--- src/rtl/fp16_to_int_quantizer_pkg.sv ---
// Shared FP16 definitions (field widths, bias, operand struct, class enum) for the FP16 datapath blocks.
package ttpu_fp_pkg;

    localparam int FP16_EXP_W  = 5;
    localparam int FP16_FRAC_W = 10;
    localparam int FP16_BIAS   = 15;

    localparam logic [15:0] SAT_COUNT_MAX = 16'hFFFF;

    typedef struct packed {
        logic                   sign;
        logic [FP16_EXP_W-1:0]  exp;
        logic [FP16_FRAC_W-1:0] frac;
    } fp16_t;

    typedef enum logic [1:0] {
        FP_ZERO,
        FP_NORMAL,
        FP_INF,
        FP_NAN
    } fp_class_e;

endpackage

--- src/rtl/fp16_to_int_quantizer_if.sv ---
// Operand/result bundle of the FP16 -> fixed-point quantizer; master drives operands, slave returns results.
interface fp16_to_int_quantizer_if
    import ttpu_fp_pkg::*;
#(
    parameter int INT_WIDTH = 16
) ();

    logic                 en;
    logic                 in_valid;
    fp16_t                a;
    logic                 clear_count;
    logic                 out_valid;
    logic [INT_WIDTH-1:0] result;
    logic                 overflow;
    logic [15:0]          sat_count;

    modport master (
        output en, in_valid, a, clear_count,
        input  out_valid, result, overflow, sat_count
    );

    modport slave (
        input  en, in_valid, a, clear_count,
        output out_valid, result, overflow, sat_count
    );

endinterface

--- src/rtl/fp16_to_int_quantizer_classify.sv ---
// fp16_classify: combinational FP16 unpack and class decode, shared by the FP16 arithmetic blocks.
module fp16_classify
    import ttpu_fp_pkg::*;
(
    input  fp16_t                  i_a,
    output logic                   o_sign,
    output fp_class_e              o_class,
    output logic [FP16_EXP_W-1:0]  o_exp,
    output logic [FP16_FRAC_W:0]   o_mant
);

    always_comb begin
        o_class = FP_NORMAL;
        if (i_a.exp == '0) begin
            o_class = FP_ZERO;
        end else if (i_a.exp == '1) begin
            o_class = (i_a.frac == '0) ? FP_INF : FP_NAN;
        end
    end

    // Hidden bit is only meaningful for FP_NORMAL; subnormals are flushed to zero downstream.
    assign o_sign = i_a.sign;
    assign o_exp  = i_a.exp;
    assign o_mant = {1'b1, i_a.frac};

endmodule

--- src/rtl/fp16_to_int_quantizer.sv ---
// Three-stage FP16 -> INT_WIDTH two's-complement quantizer with saturation flag and saturating overflow counter.
// Build option: define ROUND_NEAREST_EN for round-half-to-even; otherwise the magnitude is truncated.
module fp16_to_int_quantizer
    import ttpu_fp_pkg::*;
#(
    parameter int INT_WIDTH = 16,
    parameter int FRAC_BITS = 0
) (
    input  logic                          clk,
    input  logic                          reset,
    fp16_to_int_quantizer_if.slave        bus
);

    localparam int MAG_W = INT_WIDTH + 12;
    localparam logic signed [7:0] SH_MAX = 8'(INT_WIDTH);
    localparam logic [MAG_W-1:0] POS_LIM = {{13{1'b0}}, {(INT_WIDTH-1){1'b1}}};
    localparam logic [MAG_W-1:0] NEG_LIM = {{12{1'b0}}, 1'b1, {(INT_WIDTH-1){1'b0}}};
    localparam logic [INT_WIDTH-1:0] MAX_POS = {1'b0, {(INT_WIDTH-1){1'b1}}};
    localparam logic [INT_WIDTH-1:0] MIN_NEG = {1'b1, {(INT_WIDTH-1){1'b0}}};

    // S1: unpack / classify
    logic                  w_sign;
    fp_class_e             w_class;
    logic [FP16_EXP_W-1:0] w_exp;
    logic [FP16_FRAC_W:0]  w_mant;

    fp16_classify u_classify (
        .i_a    (bus.a),
        .o_sign (w_sign),
        .o_class(w_class),
        .o_exp  (w_exp),
        .o_mant (w_mant)
    );

    logic                  r1_valid;
    logic                  r1_sign;
    fp_class_e             r1_class;
    logic [FP16_EXP_W-1:0] r1_exp;
    logic [FP16_FRAC_W:0]  r1_mant;

    always_ff @(posedge clk or posedge reset) begin
        if (reset) begin
            r1_valid <= 1'b0;
            r1_sign  <= 1'b0;
            r1_class <= FP_ZERO;
            r1_exp   <= '0;
            r1_mant  <= '0;
        end else if (bus.en) begin
            r1_valid <= bus.in_valid;
            r1_sign  <= w_sign;
            r1_class <= w_class;
            r1_exp   <= w_exp;
            r1_mant  <= w_mant;
        end
    end

    // S2: align. Shift distance places the mantissa LSB at weight 2^-FRAC_BITS.
    logic signed [7:0] w_sh;
    logic [7:0]        w_rsh;
    logic [MAG_W-1:0]  w_mag;
    logic              w_force_ovf;
`ifdef ROUND_NEAREST_EN
    logic              w_guard;
    logic              w_sticky;
    logic [3:0]        w_gidx;
    logic [10:0]       w_low_mask;
`endif

    always_comb begin
        w_sh        = $signed({3'b000, r1_exp}) - 8'sd25 + 8'(FRAC_BITS);
        w_rsh       = 8'(-w_sh);
        w_mag       = '0;
        w_force_ovf = 1'b0;
`ifdef ROUND_NEAREST_EN
        w_guard     = 1'b0;
        w_sticky    = 1'b0;
        w_gidx      = w_rsh[3:0] - 4'd1;
        w_low_mask  = (11'd1 << w_gidx) - 11'd1;
`endif
        if (!w_sh[7]) begin
            if (w_sh > SH_MAX) begin
                w_force_ovf = 1'b1;
            end else begin
                w_mag = {{(MAG_W-11){1'b0}}, r1_mant} << w_sh[4:0];
            end
        end else if (w_rsh >= 8'd12) begin
`ifdef ROUND_NEAREST_EN
            w_sticky = 1'b1;
`endif
        end else begin
            w_mag = {{(MAG_W-11){1'b0}}, r1_mant >> w_rsh[3:0]};
`ifdef ROUND_NEAREST_EN
            w_guard  = |(r1_mant & (11'd1 << w_gidx));
            w_sticky = |(r1_mant & w_low_mask);
`endif
        end
    end

    logic             r2_valid;
    logic             r2_sign;
    fp_class_e        r2_class;
    logic             r2_force_ovf;
    logic [MAG_W-1:0] r2_mag;
`ifdef ROUND_NEAREST_EN
    logic             r2_guard;
    logic             r2_sticky;
`endif

    always_ff @(posedge clk or posedge reset) begin
        if (reset) begin
            r2_valid     <= 1'b0;
            r2_sign      <= 1'b0;
            r2_class     <= FP_ZERO;
            r2_force_ovf <= 1'b0;
            r2_mag       <= '0;
`ifdef ROUND_NEAREST_EN
            r2_guard     <= 1'b0;
            r2_sticky    <= 1'b0;
`endif
        end else if (bus.en) begin
            r2_valid     <= r1_valid;
            r2_sign      <= r1_sign;
            r2_class     <= r1_class;
            r2_force_ovf <= w_force_ovf;
            r2_mag       <= w_mag;
`ifdef ROUND_NEAREST_EN
            r2_guard     <= w_guard;
            r2_sticky    <= w_sticky;
`endif
        end
    end

    // S3: round magnitude, then saturate against the sign-dependent limit, then negate.
    logic [MAG_W-1:0]     w_mag_rnd;
    logic [MAG_W-1:0]     w_mag_neg;
    logic [INT_WIDTH-1:0] w_result;
    logic                 w_ovf;

    always_comb begin
`ifdef ROUND_NEAREST_EN
        w_mag_rnd = r2_mag + {{(MAG_W-1){1'b0}}, r2_guard & (r2_sticky | r2_mag[0])};
`else
        w_mag_rnd = r2_mag;
`endif
        w_mag_neg = '0 - w_mag_rnd;
        w_result  = '0;
        w_ovf     = 1'b0;
        case (r2_class)
            FP_ZERO: begin
                w_result = '0;
            end
            FP_NAN: begin
                w_ovf = 1'b1;
            end
            FP_INF: begin
                w_ovf    = 1'b1;
                w_result = r2_sign ? MIN_NEG : MAX_POS;
            end
            default: begin
                if (r2_force_ovf || (!r2_sign && w_mag_rnd > POS_LIM) ||
                    (r2_sign && w_mag_rnd > NEG_LIM)) begin
                    w_ovf    = 1'b1;
                    w_result = r2_sign ? MIN_NEG : MAX_POS;
                end else begin
                    w_result = r2_sign ? w_mag_neg[INT_WIDTH-1:0] : w_mag_rnd[INT_WIDTH-1:0];
                end
            end
        endcase
    end

    logic                 r_out_valid;
    logic [INT_WIDTH-1:0] r_result;
    logic                 r_overflow;
    logic [15:0]          r_sat_count;

    always_ff @(posedge clk or posedge reset) begin
        if (reset) begin
            r_out_valid <= 1'b0;
            r_result    <= '0;
            r_overflow  <= 1'b0;
        end else if (bus.en) begin
            r_out_valid <= r2_valid;
            r_result    <= w_result;
            r_overflow  <= w_ovf;
        end
    end

    // Counts each overflow result once: it is counted on the edge that advances it out of the output register.
    always_ff @(posedge clk or posedge reset) begin
        if (reset) begin
            r_sat_count <= '0;
        end else if (bus.clear_count) begin
            r_sat_count <= '0;
        end else if (bus.en && r_out_valid && r_overflow && (r_sat_count != SAT_COUNT_MAX)) begin
            r_sat_count <= r_sat_count + 16'd1;
        end
    end

    assign bus.out_valid = r_out_valid;
    assign bus.result    = r_result;
    assign bus.overflow  = r_overflow;
    assign bus.sat_count = r_sat_count;

endmodule
--- src/flat_wrapper.sv ---
// flat-port wrapper written by rule: the top's interface ports become plain ports
module fp16_to_int_quantizer_flat import ttpu_fp_pkg::*;
#(
    parameter int INT_WIDTH = 16,
    parameter int FRAC_BITS = 0
)
  (clk, reset, bus_en, bus_in_valid, bus_a, bus_clear_count, bus_out_valid, bus_result, bus_overflow, bus_sat_count);
  fp16_to_int_quantizer_if #(.INT_WIDTH(INT_WIDTH)) bus_i ();
  input  logic clk;
  input  logic reset;
  input wire logic [$bits(bus_i.en)-1:0] bus_en;
  input wire logic [$bits(bus_i.in_valid)-1:0] bus_in_valid;
  input wire logic [$bits(bus_i.a)-1:0] bus_a;
  input wire logic [$bits(bus_i.clear_count)-1:0] bus_clear_count;
  output wire logic [$bits(bus_i.out_valid)-1:0] bus_out_valid;
  output wire logic [$bits(bus_i.result)-1:0] bus_result;
  output wire logic [$bits(bus_i.overflow)-1:0] bus_overflow;
  output wire logic [$bits(bus_i.sat_count)-1:0] bus_sat_count;
  assign bus_i.en = bus_en;
  assign bus_i.in_valid = bus_in_valid;
  assign bus_i.a = bus_a;
  assign bus_i.clear_count = bus_clear_count;
  assign bus_out_valid = bus_i.out_valid;
  assign bus_result = bus_i.result;
  assign bus_overflow = bus_i.overflow;
  assign bus_sat_count = bus_i.sat_count;
  fp16_to_int_quantizer #(.INT_WIDTH(INT_WIDTH), .FRAC_BITS(FRAC_BITS)) u_core (.clk(clk), .reset(reset), .bus(bus_i));
endmodule
--- config.mk ---
export PLATFORM = sky130hd
export DESIGN_NAME = fp16_to_int_quantizer_flat
export DESIGN_NICKNAME = d
export VERILOG_FILES = /design/src/rtl/fp16_to_int_quantizer_pkg.sv /design/src/rtl/fp16_to_int_quantizer_if.sv /design/src/rtl/fp16_to_int_quantizer_classify.sv /design/src/rtl/fp16_to_int_quantizer.sv /design/src/flat_wrapper.sv
export SDC_FILE = /design/constraint.sdc
export NUM_CORES = 1
export LEC_CHECK = 0
export CAP_MARGIN = 25
export CORE_MARGIN = 4
export CORE_UTILIZATION = 52
export DETAILED_ROUTE_END_ITERATION = 12
export GPL_TIMING_DRIVEN = 0
export PLACE_DENSITY = 0.74
export SLEW_MARGIN = 20
export SYNTH_ARGS = -nofsm -noshare
export SYNTH_HDL_FRONTEND = slang
export SYNTH_SLANG_ARGS = --single-unit
--- constraint.sdc ---
create_clock -name clk -period 2.85 [get_ports clk]
set_input_delay 0.4275 -clock clk [delete_from_list [all_inputs] [get_ports clk]]
set_output_delay 0.4275 -clock clk [all_outputs]
set_load 0.03 [all_outputs]
======== Word level (Yosys, flattened, before mapping) ========
Cells that the tools add are included.
word-level totals
  output and inout bits ................... 34
  bits of input ports ..................... 21
  word-level logic and storage cells ...... 58
  register bits ........................... 87
operators by class
  magnitude comparators ................... 4
  shifts and indexed selects .............. 2
  muxes and demuxes ....................... 16
  $add $sub $neg .......................... 4
  equal/unequal tests ..................... 4
  reduce and logical (&&, ||, !) cells .... 14
operators with widths
  kind                                                                                number
  16-bit two-way mux                                                                  5
  28-bit two-way mux                                                                  2
  16-bit one-hot mux with 2 select lines                                              1
  28-bit by 15-bit greater-than comparator with 1-bit output (second input constant)  1
  28-bit by 16-bit greater-than comparator with 1-bit output (second input constant)  1
  11-bit by 5-bit << shifter with 28-bit output                                       1
  16-bit by 1-bit adder with 16-bit output (second input constant)                    1
  16-bit inequality test (second input constant)                                      1
  1-bit by 16-bit subtractor with 16-bit output (first input constant)                1
  11-bit two-way mux                                                                  1
  11-bit by 4-bit right shift with 11-bit output                                      1
  10-bit zero test                                                                    1
  8-bit by 4-bit >= comparator with 1-bit output (second input constant)              1
  8-bit by 6-bit greater-than comparator with 1-bit output (second input constant)    1
  8-bit negator                                                                       1
  5-bit by 5-bit subtractor with 6-bit output (second input constant)                 1
  5-bit equality test (second input constant)                                         1
  1-bit logical AND                                                                   5
  5-bit zero test                                                                     1
  2-bit equality test (second input constant)                                         2
  1-bit two-way mux                                                                   4
  2-bit two-way mux                                                                   2
  2-bit OR reduction                                                                  2
  2-bit zero test                                                                     1
  other kinds (4)                                                                     5

======== Logic depth before layout (Yosys ltp) ========
Gate-level depths: netlist of run 1.
  depth after elaboration ................. 6
  depth in mapped cells ................... 11
  gate-level depth less buffers ........... 7

======== By module ========
From an unflattened synthesis of run 1, not the netlist that was laid out.
second synthesis, totals
  cell total of the unflattened synthesis .. 520
  area, all modules ....................... 4984.8 um^2
modules (own cells, without submodules)
  module                 sequential area each (um^2)  area each (um^2)  cells each  instances
  fp16_to_int_quantizer  2177.1                       4803.4            493         1
  fp16_classify          0.0                          181.4             27          1

======== Worst setup path after synthesis of run 1 ========
Ideal clock, no wire load.
  path type ............................... register to register
  start ................................... register u_core.r1_exp[0]
  end ..................................... register u_core.r2_mag[0]
  clock period less this slack ............ 3063 ps
  path buffers ............................ 4
  data required time ...................... 2728 ps
  setup slack ............................. -213 ps
  setup time .............................. 122 ps
  cell stages (with the launch flop) ...... 12
  arrival time ............................ 2942 ps
  cell sequence ........................... dfrtp_1 -> buf_2 -> buf_1 -> inv_1 -> ha_1 -> clkbuf_1 -> xnor2_1 -> xnor2_1 -> buf_2 -> mux2i_1 -> mux2i_1 -> o2bb2ai_1
between the ends
  word-level cells in the longest chain between the ends .. 5
  elaborated cells on any way between the ends .. 9
  classes of those cells .................. 2 x add/sub; 2 x order compare; 2 x shift; 3 x mux
RTL lines
  what                                                                                                                     RTL line                                                  text
  from (decl)                                                                                                              fp16_to_int_quantizer.sv:38                               logic [FP16_EXP_W-1:0] r1_exp;
  from (signal assigned)                                                                                                   fp16_to_int_quantizer.sv:52                               r1_exp <= w_exp;
  5-bit by 5-bit subtractor with 6-bit output (*)                                                                          fp16_to_int_quantizer.sv:70                               w_sh = $signed({3'b000, r1_exp}) - 8'sd25 + 8'(FRAC_BITS);
  8-bit negator                                                                                                            fp16_to_int_quantizer.sv:71                               w_rsh = 8'(-w_sh);
  8-bit by 4-bit >= comparator with 1-bit output / 11-bit by 4-bit right shift with 11-bit output (equally long branches)  fp16_to_int_quantizer.sv:86, fp16_to_int_quantizer.sv:91
  11-bit two-way mux                                                                                                       fp16_to_int_quantizer.sv:86                               end else if (w_rsh >= 8'd12) begin
  28-bit two-way mux (*)                                                                                                   fp16_to_int_quantizer.sv:80                               if (!w_sh[7]) begin
  to (signal assigned)                                                                                                     fp16_to_int_quantizer.sv:125                              r2_mag <= w_mag;
  to (decl)                                                                                                                fp16_to_int_quantizer.sv:103                              logic [MAG_W-1:0] r2_mag;
Every way passes the cells marked *; elsewhere a longest branch is shown, timed or not.
A chain may end at the register's enable or synchronous reset.

======== Worst setup path after layout of run 1 ========
  start ................................... register u_core.r1_exp[0]
  end ..................................... register u_core.r2_mag[17]
between the ends
  word-level cells in the longest chain between the ends .. 4
  elaborated cells on any way between the ends .. 5
  classes of those cells .................. 1 x add/sub; 1 x order compare; 1 x shift; 2 x mux
RTL lines
  what                                                                                                                              RTL line                                                  text
  5-bit by 5-bit subtractor with 6-bit output (*)                                                                                   fp16_to_int_quantizer.sv:70
  8-bit by 6-bit greater-than comparator with 1-bit output / 11-bit by 5-bit << shifter with 28-bit output (equally long branches)  fp16_to_int_quantizer.sv:81, fp16_to_int_quantizer.sv:84
  28-bit two-way mux                                                                                                                fp16_to_int_quantizer.sv:81                               if (w_sh > SH_MAX) begin
  28-bit two-way mux (*)                                                                                                            fp16_to_int_quantizer.sv:80
Marks and branches as above.

==> results of run 1 <==
critical path, cell delays in order (launching register included):
cell and delay (ns):
dfrtp_1 0.42, buf_4 0.23, buf_4 0.22, inv_1 0.09, ha_2 0.43, clkbuf_2 0.30
mux2i_1 0.39, mux2i_1 0.17, nand2b_1 0.18, a21oi_1 0.14
repair_timing:
action	4_1_cts	5_1_grt
endpoints found under the setup margin	18	18
gates resized for setup	11	4
pin swaps	1	0
setup buffers	1	0
hold buffers	0	0
per-layer routing:
layer	wire (µm)	vias up
li1	-	2099
met1	6210	2147
met2	6700	134
met3	689	17
met4	246	0
met5	0	-
per-stage QoR:
stage | TNS [ns] | cells | area, µm²
2_1_floorplan | 0 | 533 | 5210
3_3_place_gp | -102.08 | 720 | 5920
3_5_place_dp | -5.64 | 721 | 5950
4_1_cts | 0 | 737 | 6210
5_1_grt | 0 | 735 | 6210
6_report | 0 | 735 | 6210
sequential cells by signal, indices dropped and copies added, names as in the netlist:
signal,flops
u_core.r1_sign,1
u_core.r2_class,2
u_core.r2_force_ovf,1
u_core.bus.overflow,1
u_core.r2_valid,1
u_core.r1_valid,1
u_core.r1_exp,5
u_core.bus.out_valid,1
u_core.r2_mag,28
u_core.bus.result,16
u_core.r1_mant,11
u_core.r2_sign,1
u_core.bus.sat_count,16
u_core.r1_class,2
cells in the final DEF (no fill, tap or decap), types with 4 or more instances in the layout:
cell | Yosys | final
a211oi_1 | 5 | 5
a21o_1 | 8 | 8
a21oi_1 | 16 | 15
a311oi_1 | 8 | 8
a31oi_1 | 6 | 6
and2_1 | 4 | 4
and3_1 | 5 | 5
buf_1 | 7 | 6
buf_4 | 1 | 4
clkbuf_1 | 18 | 12
clkbuf_8 | 2 | 11
clkdlybuf4s50_1 | 0 | 54
dfrtp_1 | 87 | 87
inv_1 | 14 | 13
mux2_2 | 22 | 22
mux2i_1 | 35 | 35
mux4_2 | 5 | 5
nand2_1 | 40 | 40
nand2b_1 | 7 | 7
nand3_1 | 15 | 15
nor2_1 | 48 | 48
nor2b_1 | 15 | 15
nor3_1 | 12 | 12
nor4_1 | 9 | 9
o21ai_0 | 22 | 22
o221ai_1 | 5 | 5
o22ai_1 | 9 | 9
o31ai_1 | 11 | 11
o32ai_1 | 5 | 5
or3_1 | 4 | 4
xnor2_1 | 15 | 12
xor2_1 | 13 | 13
power by group through the flow:
stage	combinational [W]	sequential [W]	clock, W
5_1_grt	0.00156	0.00158	0.000938
4_1_cts	0.00145	0.00155	0.000880
3_5_place_dp	0.00141	0.00157	0
3_3_place_gp	0.00140	0.00157	0
6_report	0.00145	0.00155	0.000872
2_1_floorplan	0.000800	0.00171	0
kinds of logic after synthesis:
| logic type | count (synthesis) | share of synthesized area (%) |
|---|---|---|
| AOI/OAI and AO/OA | 129 | 17.7 |
| xor gates and xnor gates | 28 | 4.71 |
| adders and majority gates | 5 | 1.15 |
| buffers and inverters | 48 | 4.40 |
| DFF | 87 | 41.8 |
| muxes | 62 | 13.7 |
| and+or+nand+nor | 174 | 16.6 |
area by class of cell:
cell class,instances,area (µm²)
Fill cell,850,3570
Multi-Input combinational cell,398,2860
Sequential cell,87,2180
Timing Repair Buffer,56,576
Buffer,30,171
Tap cell,133,166
Clock buffer,9,124
Clock inverter,7,72.6
Inverter,15,58.8
path summary, 6_finish.rpt:
path                       cells after the start                            start                                 to
max in group asynchronous                      3                            reset  u_core.bus.result[10]$_DFFE_PP0P_
hold reg to reg                                1  u_core.r2_force_ovf$_DFFE_PP0P_    u_core.r2_force_ovf$_DFFE_PP0P_
setup / recovery                               9     u_core.r1_exp[0]$_DFFE_PP0P_      u_core.r2_mag[17]$_DFFE_PP0P_
min in group clk                               1  u_core.r2_force_ovf$_DFFE_PP0P_    u_core.r2_force_ovf$_DFFE_PP0P_
setup reg to reg                               9     u_core.r1_exp[0]$_DFFE_PP0P_      u_core.r2_mag[17]$_DFFE_PP0P_
hold / removal                                 2                            reset      u_core.r1_mant[4]$_DFFE_PP0P_
==> results by group, run 1 <==
Floorplanning
  – Die width: 108 µm
  – Starting Density: 53.3%
  – Core area: 9770 µm²
  – Die ar.: 11,700 µm²
  – Io pins: 55
  – Chip Height: 108 µm
  – # rows: 36

GRT
  – M3 GR Usage: 3.34%
  – Largest net degree at the start of global routing: 50
  – Initial antenna violation count: 0
  – Routing usage on met1: 33.9%
  – Vias in the first global route: 4,275
  – Met2 usage: 40.3%
  – Grt total ovfl: 0
  – GR peak layer: met2
  – All-layer global routing usage: 24.5%
  – First-pass GRT wire length: 22.5 mm

Synth
  – Syn Inst Count: 533
  – Warnings, synthesis: 0
  – Library cells used by synthesis: 64
  – Synth top area share: 41.8%
  – Sequential share of the synthesized area: 41.8%
  – Post-synth EDFFs: 0
  – Mapped Nets: 558
  – Top FF cell, synth: dfrtp_1
  – Share of synthesized registers carrying an async set or reset: 100%
  – Mapped Area: 5200 µm²
  – Count leader, synth: dfrtp_1
  – Top post-synthesis cells by area: dfrtp_1 42%, mux2i_1 6.7%, mux2_2 4.8%
  – Top cells by count, synth: 87 x dfrtp_1, 48 x nor2_1, 40 x nand2_1
  – Average cell area after synthesis: 9.77 µm²
  – Area leader, netlist: dfrtp_1
  – Yosys reg bits: 87

Detailed routing
  – Drt first pass iters: 7
  – DR DRC count: 0
  – First DRT Iteration DRCs: 275
  – Via count: 4,397
  – Post-DRT Antenna Nets: 0
  – Final WL: 13.8 mm
  – Vias per cell: 5.98
  – Routed len/inst: 18.8 µm

CTS
  – Reg clk slew, reported paths: 0.10 ns
  – Worst-Skew Late Latency: 0.37 ns
  – Total CTS buffers: 9
  – CTS root buf: clkbuf_8
  – CTS tree: built
  – CTS Sinks: 87
  – Clock buffer depth: 2
  – CTS HTree Levels: 3

Critical path
  – Worst EP arrival: 2.95 ns
  – Worst Setup End Kind: flop
  – Crit start category: flop
  – R2r setup slk: 0.19 ns
  – Req. time, crit path: 3.14 ns
  – Setup CP Type: flop to flop
  – CP max FO: 10

Power and ir drop
  – Clock power share: 22.5%
  – Power per cell area: 624 nW/µm²
  – Design Power: 0.00387 W
  – Cell Int Power: 0.00236 W
  – Net Switching: 0.00151 W
  – Lkg Pwr: 2.56 nW
  – Switch share: 39.0%
  – Peak supply drop: 0.320 mV
  – Reg power frac: 40.0%
  – Gate power share: 37.5%

Placement
  – HPWL Detailed: 10.4 mm
  – Dpl ws: -0.415 ns
  – PortBufs: 54
  – GPL Wtd Cong: 0.925

STA
  – Fmax: 0.377 GHz
  – Slew headroom: 37.5%
  – Period utilization: 93.2%
  – Worst slew pin tran: 0.930 ns
  – Min Tclk post-route: 2.66 ns
  – Worst hold slack: 0.452 ns
  – Final Hold Viols: 0
  – Clock skew: 0.0137 ns
  – Final Max Slew Viols: 0
  – Final worst-path setup slack: 0.195 ns
  – RSZ-0062 raised after global routing: no
  – Final setup viols: 0

Final layout
  – N_diodes: 0
  – Area growth syn-to-layout: 19.2%
  – Share of cells above drive strength 1: 12.8%
  – Layout Nets: 622
  – Final core occ: 63.5%

Status
  – Status: finished, final reports clean

Worst hold path
  – Worst hold path type: primary input to asynchronous set/reset pin

Flow run
  – Max-cap violations: 0
(Power assumes the default switching activity.)
==> inputs of run 2 (changes only) <==
--- a/config.mk
+++ b/config.mk
@@ -9,7 +9,6 @@
 export CORE_MARGIN = 4
 export CORE_UTILIZATION = 52
 export DETAILED_ROUTE_END_ITERATION = 12
-export GPL_TIMING_DRIVEN = 0
 export PLACE_DENSITY = 0.74
 export SLEW_MARGIN = 20
 export SYNTH_ARGS = -nofsm -noshare
==> run 2 against run 1 <==
Against the previous run:
- critical endpoint is now u_core.bus.result[2]$_DFFE_PP0P_
- via count is 1.2% lower
- critical path depth decreased by 2
- sequential share of layout area rose by 0.83 points
- register-to-register slack better by 0.05 ns
- cell count shrank 2.3%
- design area fell by 2.3%
- clock-buffer cell count stayed put
- non-clock buffer count down 17
- clock skew down 0.00061 ns
==> results by group, run 2 (same netlist as run 1, synthesis figures left out) <==
Status
  – Status: finished, final reports clean

CTS
  – CTS Sinks: 87 (unchanged)
  – CTS tree: built
  – Worst-Skew Late Latency: 0.37 ns (about the same)
  – CTS HTree Levels: 3 (unchanged)
  – Hold Buf Count CTS: 0 (unchanged)
  – Reg clk slew, reported paths: 0.11 ns (about the same)
  – Clock buffer depth: 2 (unchanged)
  – Postcts setup bufs: 0 (-1)
  – Post_cts resized: 0 (-11)
  – CTS root buf: clkbuf_8
  – Total CTS buffers: 9 (unchanged)

STA
  – Final setup viols: 0 (unchanged)
  – Min Tclk post-route: 2.61 ns (-0.0463 ns)
  – Worst slew pin tran: 0.766 ns (-0.165 ns)
  – Fin Setup TNS: 0 ns (unchanged)
  – Final worst-path setup slack: 0.241 ns (+0.0463 ns)
  – Fmax: 0.383 GHz (+1.8%)
  – Final Max Slew Viols: 0 (unchanged)
  – Final Hold Viols: 0 (unchanged)
  – Slew headroom: 48.6% (+11 points)
  – RSZ-0062 raised after global routing: no
  – Clock skew: 0.0131 ns (-0.000612 ns)
  – Period utilization: 91.5% (-1.6 points)

Detailed routing
  – Via count: 4,346 (-1.2%)
  – DR DRC count: 0 (unchanged)
  – First DRT Iteration DRCs: 301 (+9.5%)
  – Drt first pass iters: 5 (-2)
  – Post-DRT Antenna Nets: 0 (unchanged)
  – Routed len/inst: 18.0 µm (-4.7%)
  – Vias per cell: 6.05 (+1.2%)
  – Final WL: 12.9 mm (-6.9%)

GRT
  – First-pass GRT wire length: 21.4 mm (-4.6%)
  – All-layer global routing usage: 23.0% (-1.5 points)
  – Largest net degree at the start of global routing: 58 (+16%)
  – Vias in the first global route: 4,241 (-0.80%)
  – Grt total ovfl: 0 (unchanged)
  – Initial antenna violation count: 0 (unchanged)

Final layout
  – # fillers: 816 (-4.0%)
  – Commonest non-fill, non-tap cells in the layout: 87 x dfrtp_1, 53 x clkdlybuf4s50_1, 48 x nor2_1
  – Non-filler cells, final: 718 (-2.3%)
  – Reg with most FFs: u_core.r2_mag
  – Register area: 2180 µm² (unchanged)
  – Design Area, Final: 6060 µm² (-2.3%)
  – Most common cell after layout, fill and taps aside: dfrtp_1
  – Share of cells above drive strength 1: 12.5% (-0.31 points)
  – Layout Nets: 605 (-2.7%)
  – Multi-input logic area: 2810 µm² (-1.9%)
  – Max reg flops: 28 (unchanged)
  – Area growth syn-to-layout: 16.5%
  – N_diodes: 0 (unchanged)
  – Final core occ: 62.0% (-1.5 points)

Worst hold path
  – Worst hold path type: primary input to asynchronous set/reset pin

Floorplanning
  – Starting Density: 53.3% (unchanged)
  – Core area: 9770 µm² (unchanged)
  – Die ar.: 11,700 µm² (unchanged)
  – Io pins: 55 (unchanged)
  – Chip Height: 108 µm (unchanged)
  – Die width: 108 µm (unchanged)
  – # rows: 36 (unchanged)

Critical path
  – Setup CP Type: flop to flop
  – Req. time, crit path: 3.12 ns (-0.02 ns)
  – CP max FO: 7 (-3)
  – Worst path max stage delay: 0.50 ns (+0.07 ns)
  – Crit path cell chain: inv_1 > ha_1 > or3b_2 > or2_2 > o31ai_4 > a31oi_1 > a311oi_1
  – Register-to-Register Path Depth: 7 (-2)
  – Levels on crit path: 7 (-2)
  – CP Buf/Inv Count: 1 (-3)
  – Cell family with most CP delay: compound AO/OA/AOI/OAI gates
  – Worst Setup End Kind: flop
  – Crit start category: flop
  – Worst EP arrival: 2.88 ns (-0.07 ns)
  – Slowest CP cell: or3b_2

Placement
  – GPL Wtd Cong: 0.929 (+0.39%)
  – HPWL Detailed: 9.48 mm (-9.1%)
  – Placed insts: 702 (-2.6%)
  – Dpl ws: 0.224 ns (+0.639 ns)
  – Placed inst area: 5870 µm² (-1.4%)
  – PortBufs: 54 (unchanged)

Power and ir drop
  – Power per cell area: 629 nW/µm² (+0.75%)
  – Peak supply drop: 0.338 mV (+5.4%)
  – Lkg Pwr: 2.52 nW (-1.6%)

Flow run
  – Max-cap violations: 0 (unchanged)
[run 2: cell types whose count changed in the layout (fill, tap and decap cells not counted), moves of 2 or more]
cell and delta:
xnor2_4 -2, buf_1 -6, buf_4 +9, buf_6 -3
clkbuf_8 -2, xnor2_1 +2, clkbuf_1 -12, clkbuf_2 -3
[run 2: final cells by class]
cell class | count | area share, %
Clock buffer | 9 | 2.04
Clock inverter | 7 | 1.20
Inverter | 15 | 0.949
Multi-Input combinational cell | 398 | 46.3
Sequential cell | 87 | 35.9
Tap cell | 133 | 2.75
Timing Repair Buffer | 69 | 10.9
[run 2: final timing paths]
| path | start | endpoint | slack, ns |
|---|---|---|---|
| min in group clk | u_core.r1_sign$_DFFE_PP0P_ | u_core.r2_sign$_DFFE_PP0P_ | 0.49 |
| min | reset | u_core.r1_mant[6]$_DFFE_PP0P_ | 0.40 |
| min reg2reg | u_core.r1_sign$_DFFE_PP0P_ | u_core.r2_sign$_DFFE_PP0P_ | 0.49 |
| max reg2reg | u_core.r2_mag[0]$_DFFE_PP0P_ | u_core.bus.result[2]$_DFFE_PP0P_ | 0.24 |
| max in group asynchronous | reset | u_core.r1_mant[10]$_DFFE_PP0P_ | 1.75 |
| max | u_core.r2_mag[0]$_DFFE_PP0P_ | u_core.bus.result[2]$_DFFE_PP0P_ | 0.24 |
[run 2: layer usage]
metal / vias to the layer above / wire length (µm) / GRT usage (%)
li1: 2062 / - / -
met1: 2127 / 5910 / 32.1
met2: 133 / 6170 / 37.0
met3: 24 / 563 / 3.40
met4: 0 / 250 / 7.30
met5: - / 0 / 0
[run 2: per-stage QoR]
stage	power [W]	hold slack (ns)
2_1_floorplan	0.00251	0.449
5_1_grt	0.00402	0.429
3_3_place_gp	0.00293	0.466
4_1_cts	0.00383	0.404
6_report	0.00381	0.404
3_5_place_dp	0.00296	0.475
[run 2: report_power, final]
group / internal [W] / switching [W]
Clock: 0.000344 / 0.000520
Combinational: 0.000597 / 0.000785
Sequential: 0.00139 / 0.000174
Total: 0.00233 / 0.00148
